`src/rtl/dsp_pipe_ctrl_pkg.sv`:
```
// Shared encodings for the DSP pipeline hazard controller.
// Opcode macros are only supplied here when the decoder's set is absent.
`ifndef ALU_ADD
`define ALU_NOP    8'h00
`define ALU_ADD    8'h01
`define ALU_SUB    8'h02
`define ALU_MUL    8'h10
`define ALU_MUL_I  8'h11
`define ALU_IMUL   8'h12
`define ALU_IMUL_I 8'h13
`define ALU_MAC    8'h14
`endif
`ifndef MEM_LD
`define MEM_NONE   3'd0
`define MEM_LD     3'd1
`define MEM_ST     3'd2
`endif
`ifndef FLOW_JMP
`define FLOW_NONE  3'd0
`define FLOW_JMP   3'd1
`define FLOW_BEZ   3'd2
`define FLOW_BNEZ  3'd3
`define FLOW_BEQ   3'd4
`endif

package dsp_pipe_ctrl_pkg;

  typedef enum logic {
    ST_RUN     = 1'b0,
    ST_MULWAIT = 1'b1
  } ctrl_state_e;

  localparam logic [1:0] FWD_RF  = 2'd0;
  localparam logic [1:0] FWD_EX  = 2'd1;
  localparam logic [1:0] FWD_MEM = 2'd2;
  localparam logic [1:0] FWD_WB  = 2'd3;

  typedef struct packed {
    logic       v;
    logic [4:0] dest;
    logic       ld;
  } stage_tag_t;

  function automatic logic is_multicycle(
    input logic [7:0] alu_mode
  );
    return alu_mode inside {
      `ALU_MUL, `ALU_MUL_I,
      `ALU_IMUL, `ALU_IMUL_I,
      `ALU_MAC
    };
  endfunction

endpackage

```
`src/rtl/dsp_fwd_match.sv`:
```
// One read port's forwarding source select.
// Youngest matching in-flight producer wins.
module dsp_fwd_match
  import dsp_pipe_ctrl_pkg::*;
(
  input  logic       en,
  input  logic [4:0] src,
  input  stage_tag_t ex,
  input  logic       mem_v,
  input  logic [4:0] mem_dest,
  input  logic       wb_v,
  input  logic [4:0] wb_dest,
  output logic [1:0] sel
);

  logic hit_ex;
  logic hit_mem;
  logic hit_wb;

  assign hit_ex  = ex.v && (ex.dest == src);
  assign hit_mem = mem_v && (mem_dest == src);
  assign hit_wb  = wb_v && (wb_dest == src);

  // A load still in EX has no data yet; the stall covers it.
  always_comb begin
    sel = FWD_RF;
    if (!en)
      sel = FWD_RF;
    else if (hit_ex)
      sel = ex.ld ? FWD_RF : FWD_EX;
    else if (hit_mem)
      sel = FWD_MEM;
    else if (hit_wb)
      sel = FWD_WB;
  end

endmodule

```
`src/rtl/dsp_pipe_ctrl.sv`:
```
// Hazard/sequencing control for the ID-EX-MEM-WB DSP pipe:
// forwarding, load-use stall, multiply hold, branch/jump squash.
module dsp_pipe_ctrl
  import dsp_pipe_ctrl_pkg::*;
#(
  parameter int unsigned MUL_LAT = 2
) (
  input  logic       clk,
  input  logic       reset,
  input  logic       id_valid,
  input  logic [2:0] id_src_en,
  input  logic [4:0] id_src1,
  input  logic [4:0] id_src2,
  input  logic [4:0] id_src3,
  input  logic       id_dest_en,
  input  logic [4:0] id_dest,
  input  logic [7:0] id_alu_mode,
  input  logic [2:0] id_mem_mode,
  input  logic [2:0] id_flow_mode,
  input  logic       ex_branch_taken,
  output logic       stall_if,
  output logic       stall_id,
  output logic       bubble_ex,
  output logic       flush_if,
  output logic       ex_hold,
  output logic [1:0] fwd_sel1,
  output logic [1:0] fwd_sel2,
  output logic [1:0] fwd_sel3
);

  localparam int CW = $clog2(MUL_LAT + 1);

  ctrl_state_e   state_q;
  ctrl_state_e   state_d;
  logic [CW-1:0] cnt_q;
  logic [CW-1:0] cnt_d;

  stage_tag_t ex_q;
  stage_tag_t mem_q;
  stage_tag_t ex_d;
  logic       wb_v_q;
  logic [4:0] wb_dest_q;

  logic [2:0] port_en;
  logic [2:0] ex_hit;
  logic       ld_use;
  logic       jmp;
  logic       sel_br;
  logic       sel_lu;
  logic       sel_jmp;
  logic       enter_v;
  logic       mul_issue;

  logic       stall_if_c;
  logic       stall_id_c;
  logic       bubble_c;
  logic       flush_c;
  logic       hold_c;
  logic [1:0] sel1_c;
  logic [1:0] sel2_c;
  logic [1:0] sel3_c;

  assign port_en = id_src_en & {3{id_valid}};

  assign ex_hit[0] = port_en[0]
                  && (id_src1 == ex_q.dest);
  assign ex_hit[1] = port_en[1]
                  && (id_src2 == ex_q.dest);
  assign ex_hit[2] = port_en[2]
                  && (id_src3 == ex_q.dest);

  assign ld_use = ex_q.v && ex_q.ld && |ex_hit;
  assign jmp    = id_valid
               && (id_flow_mode == `FLOW_JMP);

  // Mutually exclusive by construction: branch > load-use > jump.
  assign sel_br  = ex_branch_taken;
  assign sel_lu  = ld_use && !ex_branch_taken;
  assign sel_jmp = jmp && !ex_branch_taken && !ld_use;

  always_comb begin
    stall_if_c = 1'b0;
    stall_id_c = 1'b0;
    bubble_c   = 1'b0;
    flush_c    = 1'b0;
    hold_c     = 1'b0;
    state_d    = state_q;
    cnt_d      = cnt_q;
    mul_issue  = 1'b0;
    unique case (state_q)
      ST_RUN: begin
        unique case (1'b1)
          sel_br: begin
            flush_c  = 1'b1;
            bubble_c = 1'b1;
          end
          sel_lu: begin
            stall_if_c = 1'b1;
            stall_id_c = 1'b1;
            bubble_c   = 1'b1;
          end
          sel_jmp: flush_c = 1'b1;
          default: ;
        endcase
        mul_issue = id_valid && !bubble_c
                 && is_multicycle(id_alu_mode);
        if (mul_issue && (MUL_LAT > 1)) begin
          state_d = ST_MULWAIT;
          cnt_d   = CW'(MUL_LAT - 1);
        end
      end
      ST_MULWAIT: begin
        hold_c     = 1'b1;
        stall_if_c = 1'b1;
        stall_id_c = 1'b1;
        cnt_d      = cnt_q - CW'(1);
        if (cnt_q == CW'(1))
          state_d = ST_RUN;
      end
      default: state_d = ST_RUN;
    endcase
  end

  assign enter_v = id_valid && id_dest_en
                && !bubble_c;

  assign ex_d = '{
    v:    enter_v,
    dest: id_dest,
    ld:   enter_v && (id_mem_mode == `MEM_LD)
  };

  always_ff @(posedge clk) begin
    if (reset) begin
      state_q   <= ST_RUN;
      cnt_q     <= '0;
      ex_q      <= '0;
      mem_q     <= '0;
      wb_v_q    <= 1'b0;
      wb_dest_q <= '0;
    end else begin
      state_q   <= state_d;
      cnt_q     <= cnt_d;
      wb_v_q    <= mem_q.v;
      wb_dest_q <= mem_q.dest;
      if (hold_c) begin
        mem_q <= '0;
      end else begin
        mem_q <= ex_q;
        ex_q  <= ex_d;
      end
    end
  end

  always_ff @(posedge clk) begin
    if (!reset)
      assert (!mem_q.ld || mem_q.v);
  end

  dsp_fwd_match u_fwd1 (
    .en       (port_en[0]),
    .src      (id_src1),
    .ex       (ex_q),
    .mem_v    (mem_q.v),
    .mem_dest (mem_q.dest),
    .wb_v     (wb_v_q),
    .wb_dest  (wb_dest_q),
    .sel      (sel1_c)
  );

  dsp_fwd_match u_fwd2 (
    .en       (port_en[1]),
    .src      (id_src2),
    .ex       (ex_q),
    .mem_v    (mem_q.v),
    .mem_dest (mem_q.dest),
    .wb_v     (wb_v_q),
    .wb_dest  (wb_dest_q),
    .sel      (sel2_c)
  );

  dsp_fwd_match u_fwd3 (
    .en       (port_en[2]),
    .src      (id_src3),
    .ex       (ex_q),
    .mem_v    (mem_q.v),
    .mem_dest (mem_q.dest),
    .wb_v     (wb_v_q),
    .wb_dest  (wb_dest_q),
    .sel      (sel3_c)
  );

  // Everything reads as idle while reset is held.
  assign stall_if  = !reset && stall_if_c;
  assign stall_id  = !reset && stall_id_c;
  assign bubble_ex = !reset && bubble_c;
  assign flush_if  = !reset && flush_c;
  assign ex_hold   = !reset && hold_c;
  assign fwd_sel1  = reset ? FWD_RF : sel1_c;
  assign fwd_sel2  = reset ? FWD_RF : sel2_c;
  assign fwd_sel3  = reset ? FWD_RF : sel3_c;

endmodule
```
`config.mk`:
```
export PLATFORM = sky130hd
export DESIGN_NAME = dsp_pipe_ctrl
export DESIGN_NICKNAME = d
export VERILOG_FILES = /design/src/rtl/dsp_pipe_ctrl_pkg.sv /design/src/rtl/dsp_fwd_match.sv /design/src/rtl/dsp_pipe_ctrl.sv
export SDC_FILE = /design/constraint.sdc
export NUM_CORES = 1
export LEC_CHECK = 0
export CAP_MARGIN = 20
export CORE_MARGIN = 2
export CORE_UTILIZATION = 37
export DETAILED_ROUTE_END_ITERATION = 10
export HOLD_SLACK_MARGIN = 0.05
export PLACE_DENSITY = 0.68
export SLEW_MARGIN = 20
export SYNTH_ARGS = -nofsm -noshare
export SYNTH_HDL_FRONTEND = slang
export SYNTH_SLANG_ARGS = --single-unit
```
`constraint.sdc`:
```
create_clock -name clk -period 3.8 [get_ports clk]
set_input_delay 0.57 -clock clk [delete_from_list [all_inputs] [get_ports clk]]
set_output_delay 0.57 -clock clk [all_outputs]
set_load 0.02 [all_outputs]
```
Word level (Yosys, flattened, before mapping):

Index checks and enable logic that the tools add are counted.

* flip-flop bits (word level): 22
* input bits: 42
* output and inout port bits: 11
* logic and storage cells: 99

* add/subtract/negate cells: 1
* equality and inequality tests: 21
* mux-type cells: 29
* bitwise gates (word level): 2
* reduce and logical (&&, ||, !) cells: 37

Operator list (number)
* 5-bit == test: 12
* 8-bit by 5-bit == test with 1-bit output, second input constant: 5
* 2-bit 2-to-1 mux: 16
* 1-bit logical AND: 27
* 1-bit 2-to-1 mux: 10
* 3-bit by 1-bit == test with 1-bit output, second input constant: 2
* 2-bit OR reduction: 3
* 1-bit zero test: 5
* 5-bit nonzero test: 1
* 1-bit case mux with 2 select lines: 2
* 2-bit case mux with 2 select lines: 1
* 3-bit bitwise AND: 1
* 3-bit OR reduction: 1
* 2-bit by 1-bit == test with 1-bit output, second input constant: 1
* 2-bit != test, second input constant: 1
* 2-bit by 1-bit subtractor with 2-bit output, second input constant: 1
* 1-bit NOT: 1

Depth between registers and ports, before layout:

Gate-level depths: netlist of run 1.

* depth after elaboration: 13
* gate-level depth with buffers: 6
* depth with buffers taken out: 5

Cells and area by module:

From an unflattened synthesis of run 1, not the netlist that was laid out.

* cells, all modules: 188
* area, all modules: 1691.6 µm²

By module, submodules not included
* dsp_pipe_ctrl: times used 1, cells each 107, area an instance 1038.5 µm²
* dsp_fwd_match: times used 3, cells each 27, area an instance 217.7 µm²

Worst setup path after synthesis of run 1:

No wires, ideal clock.

* path type: input to output
* start point: input port id_src3[2]
* end point: output port stall_if
* arrival: 1.803 ns
* data required time: 3.230 ns
* slack: 1.427 ns
* cell stages on the path: 6
* buffers on the path: 1
* cells stage by stage: xor2_1 -> nor4_2 -> nand4_1 -> o21ai_1 -> o31a_1 -> buf_4

* cells in the longest elaborated chain, start to end: 8

Ends and longest elaborated chain
* start: declaration: RTL line dsp_pipe_ctrl.sv:14 `input logic [4:0] id_src3,`
* 5-bit == test: RTL line dsp_pipe_ctrl.sv:70 `&& (id_src3 == ex_q.dest);`
* 1-bit logical AND: RTL line dsp_pipe_ctrl.sv:70
* 3-bit OR reduction: RTL line dsp_pipe_ctrl.sv:72 `assign ld_use = ex_q.v && ex_q.ld && |ex_hit;`
* 1-bit logical AND: RTL line dsp_pipe_ctrl.sv:72
* 1-bit logical AND: RTL line dsp_pipe_ctrl.sv:78 `assign sel_lu = ld_use && !ex_branch_taken;`
* 1-bit 2-to-1 mux
* 1-bit case mux with 2 select lines
* 1-bit logical AND
* end: declaration: RTL line dsp_pipe_ctrl.sv:21 `output logic stall_if,`

No other way between the ends.

Worst setup path in the final report of run 1:

* start point: input port id_src1[4]
* end point: output port fwd_sel1[0]

* cells in the longest elaborated chain, start to end: 7

Ends and longest elaborated chain
* start: declaration: RTL line dsp_pipe_ctrl.sv:12 `input logic [4:0] id_src1,`
* 5-bit == test: RTL line dsp_fwd_match.sv:22 `assign hit_wb = wb_v && (wb_dest == src);`
* 1-bit logical AND: RTL line dsp_fwd_match.sv:22
* 2-bit 2-to-1 mux: RTL line dsp_fwd_match.sv:33 `else if (hit_wb)`
* 2-bit 2-to-1 mux: RTL line dsp_fwd_match.sv:31 `else if (hit_mem)`
* 2-bit 2-to-1 mux *: RTL line dsp_fwd_match.sv:29 `else if (hit_ex)`
* 2-bit 2-to-1 mux *: RTL line dsp_fwd_match.sv:27 `if (!en)`
* 2-bit 2-to-1 mux *: RTL line dsp_pipe_ctrl.sv:199 `assign fwd_sel1 = reset ? FWD_RF : sel1_c;`
* end: declaration: RTL line dsp_pipe_ctrl.sv:26 `output logic [1:0] fwd_sel1,`

Every way passes the cells marked *; elsewhere a longest branch is shown, timed or not.

==> results of run 1 <==
==> cells by family (layout without fill, tap and decap cells) <==
family / after synthesis / in the layout
flip-flops: 22 / 22
multiplexers: 5 / 5
XOR/XNOR: 45 / 45
adder cells (fa/ha/maj): 1 / 1
AND/OR/NAND/NOR: 73 / 73
buffers and inverters: 8 / 62
AO/OA/AOI/OAI: 20 / 20
==> sequential cells by signal (all words and copies together) (netlist names) <==
| signal | flops |
|---|---|
| wb_dest_q | 5 |
| ex_q | 7 |
| mem_q | 6 |
| cnt_q | 2 |
| state_q | 1 |
| wb_v_q | 1 |
==> power breakdown <==
group / switching (mW) / total (mW) / leakage (nW) / internal [mW]
Clock: 0.0726 / 0.213 / 0.0357 / 0.140
Sequential: 0.0126 / 0.250 / 0.180 / 0.238
Combinational: 0.0447 / 0.113 / 0.582 / 0.0687
==> metrics by stage <==
step	area (sq um)	std cells	utilization, %
finish	2110	276	56.8
global route	2110	276	56.8
CTS	2110	276	56.8
detailed placement	2040	272	54.8
global placement	2040	272	54.8
floorplan	1460	174	-
==> cells in the final DEF, fill, tap and decap left out, drive strengths merged, types with 7 or more instances in the layout <==
master	Yosys	routed
dfxtp	22	22
xor2	36	36
clkdlybuf4s50	0	52
nand3	8	8
nor4	7	7
nor2b	8	8
xnor2	9	9
nor2	13	13
nand2	11	11
==> routing by layer <==
metal | up-vias | track usage, %
li1 | 718 | -
met1 | 634 | 24.4
met2 | 24 | 28.0
met3 | 2 | 1.52
met4 | 0 | 6.12
met5 | - | 0
==> cell type report <==
class	instances	area, sq um
clock buffer	3	41.3
clock inverter	1	30.0
fill	362	1610
inverter	4	15.0
multi-input combinational	144	987
sequential	22	440
tap	48	60.1
timing repair buffer	54	536
==> worst reg2reg max path, stage by stage (launching register included) <==
cell and delay, ps:
sky130_fd_sc_hd__dfxtp_1 380, sky130_fd_sc_hd__xor2_1 180, sky130_fd_sc_hd__nor3_1 350, sky130_fd_sc_hd__nand3_1 170, sky130_fd_sc_hd__o2111a_1 230, sky130_fd_sc_hd__o31a_1 250
==> worst paths after layout <==
check,start,end,slack [ps],cells after the start
worst max-delay path,id_src1[4],fwd_sel1[0],370,7
worst min-delay path,cnt_q[1]$_SDFFE_PP0P_,cnt_q[1]$_SDFFE_PP0P_,480,2
worst max register to register,ex_q[5]$_SDFFE_PP0N_,cnt_q[0]$_SDFFE_PP0P_,2140,5
worst min register to register,cnt_q[1]$_SDFFE_PP0P_,cnt_q[1]$_SDFFE_PP0P_,480,2
==> run summary, run 1 <==
The clock-pin slew reported for the worst setup and hold paths after clock tree synthesis is 80 ps. VDD sags by at most 0.191 mV. The endpoint arrival time on the critical path is 2860 ps. The post-route netlist has 3.07% of its cells at a drive strength greater than 1. CTS saw 22 sinks. The maximum fanout count along the critical path came out at 4. The CTS tree is done. For this run, the total global-route usage over all layers was measured as 17.5%. The biggest cell delay along the critical path is 640 ps.

Summing the areas of all compound-gate instances in the mapped netlist gives 9.16% of the synthesized area. STA classifies the critical path endpoint as a primary output. The worst path setup slack after routing is 371 ps. Post-CTS timing repair inserted 0 buffers for setup. The number of max-cap violations is 0. The highest layer touched by signal routing is met4. In the post-synthesis netlist, the cell with the most instances is sky130_fd_sc_hd__xor2_1.

The maximum level of the CTS H-tree is 1. The pre-CTS setup slack is 387 ps. The critical-path cell with the highest stage delay is sky130_fd_sc_hd__clkdlybuf4s50_1. The die boundary width came out at 66.8 microns. The number of buffers inserted during clock tree synthesis is 3.

The total inserted antenna cells is 0. The overall power of the completed layout is 0.577 mW. Summed over all nets, wire length on met2 after detailed routing comes to 1.76 mm. The cell area power density came out at 273 nW/um^2. The number of endpoints failing setup at the final stage is 0. Of the available clock period, the critical path in the final layout requires 90.2%. The number of global-route vias before repair came out at 1,268.

The post-route met1 wirelength came out at 1.73 mm. For this design, the CTS-stage hold fixing added 0 buffers. By area the synthesized netlist is led by sky130_fd_sc_hd__dfxtp_1 30%, sky130_fd_sc_hd__xor2_1 22%, sky130_fd_sc_hd__xnor2_1 5.4%, sky130_fd_sc_hd__mux2i_1 3.4%, sky130_fd_sc_hd__nor2b_1 3.4%. The top cell type by area accounts for 30.1% of the synthesized area. The adder-cell share of the synthesized area is 0.856%. The post-synthesis instance area is 1460 sq um. Once the clock tree was built, the resizer swapped 0 gates to a different size. Synthesis produced a netlist with a net count of 217.

The number of failing hold endpoints at the final stage was 0. The dominant combinational cell family by area after synthesis is simple AND/OR/NAND/NOR gates. The number of library cell types mapped by synthesis is 35.

The detailed-routing iteration count for the pre-antenna-repair pass came out at 4. The detailed-placement wirelength estimate is 3.13 mm. The remaining number of nets flagged by the antenna check after routing came out at 0. The maximum clock rate is 292 MHz. The flow ran to the end, and the final reports show no timing, DRC or antenna violations. The largest net degree at the start of global routing came out at 16. The signal on the critical path passes through clkdlybuf4s50_1, xor2_1, nor3_1, nand2_1, or3_1, a21oi_1, clkdlybuf4s50_1. The leakage dissipation is 0.798 nW.

Among cell families on the critical path, the largest total delay comes from buffers and inverters. The starting utilization of the core area is 39.3%. Clock tree synthesis selected as its root buffer the cell sky130_fd_sc_hd__clkbuf_8. The first global-routing pass estimated 5.89 mm of wire.

For the final database, setup skew stands at 2.60 ps. The worst hold path belongs to the class reg -> reg. The worst path in the final design needs a cycle of 3430 ps, including I/O delays and setup. The floorplan has 22 rows. Setup repair after global routing left no endpoint under its margin. The worst setup path is launched from a primary input. Summing the areas of all and, or, nand and nor instances in the mapped netlist gives 27.1% of the synthesized area. The biggest area contributor in the post-synthesis netlist is sky130_fd_sc_hd__dfxtp_1. The most used flip-flop cell after synthesis is sky130_fd_sc_hd__dfxtp_1.

The number of ports placed on the die boundary is 53. The critical path in this run is classified as in -> out. For this run, the post-layout net count is 272.

The number of buffers on the longest clock path came out at 2. The worst slack on hold paths came out at 484 ps. The via-per-instance ratio is 4.99.

The xor-xnor portion of the synthesized cell area came out at 27.0%. During synthesis, Yosys emitted a total of 0 warnings. Compared with the post-synthesis result, the final layout area differs by 44.3%.

Global routing finished with a remaining overflow of 0. The critical path data required time came out at 3230 ps. Multiplexer cells account for 3.42% of the synthesized area.

The residual DRC count came out at 0. The async set-reset flop share out of synthesis came out at 0%. The DRC marker count from the first detailed-route iteration came out at 74. The critical path contains buffers and inverters numbering 2 combined. The average detailed-routed wire length per instance is 13.2 microns. The final setup TNS came out at 0 ps. For this run, the register share of the synthesized area comes to 30.1%. The synthesized instance count is 174. Counting flops with a built-in enable in the synthesized netlist gives 0. The die covers 4470 sq um. Across all layers, the routed design uses 1,378 vias. The measured slew at the worst slew-check pin came out at 509 ps. The port buffer count came out at 52.

The mean instance size in the synthesized netlist came out at 8.40 sq um. The weighted congestion reported at the end of routability-driven placement came out at 0.842. The number of register bits inferred by synthesis came out at 22. The cell repeated most along the worst path is sky130_fd_sc_hd__clkdlybuf4s50_1. The sum of routed wire length over all layers came out at 3.65 mm.

The count of pins over their slew limit came out at 0. The number of antenna violations at the first check in global routing came out at 0. The latest clock arrival within the worst-skew pair is 260 ps. The height of the die is 66.8 microns. The tightest slew margin relative to the limit is 66.0%. The met3 wirelength from detailed routing is 125 microns. The area of the core came out at 3720 sq um. The commonest cells after synthesis are 36 x sky130_fd_sc_hd__xor2_1, 22 x sky130_fd_sc_hd__dfxtp_1, 13 x sky130_fd_sc_hd__nor2_1.
(Power assumes the default switching activity.)
==> inputs of run 2 (changes only) <==
--- a/config.mk
+++ b/config.mk
@@ -5,7 +5,6 @@
 export SDC_FILE = /design/constraint.sdc
 export NUM_CORES = 1
 export LEC_CHECK = 0
-export CAP_MARGIN = 20
 export CORE_MARGIN = 2
 export CORE_UTILIZATION = 37
 export DETAILED_ROUTE_END_ITERATION = 10
==> results of run 2 <==
Same layout as run 1: the final DEF is identical, and so are final timing and power.
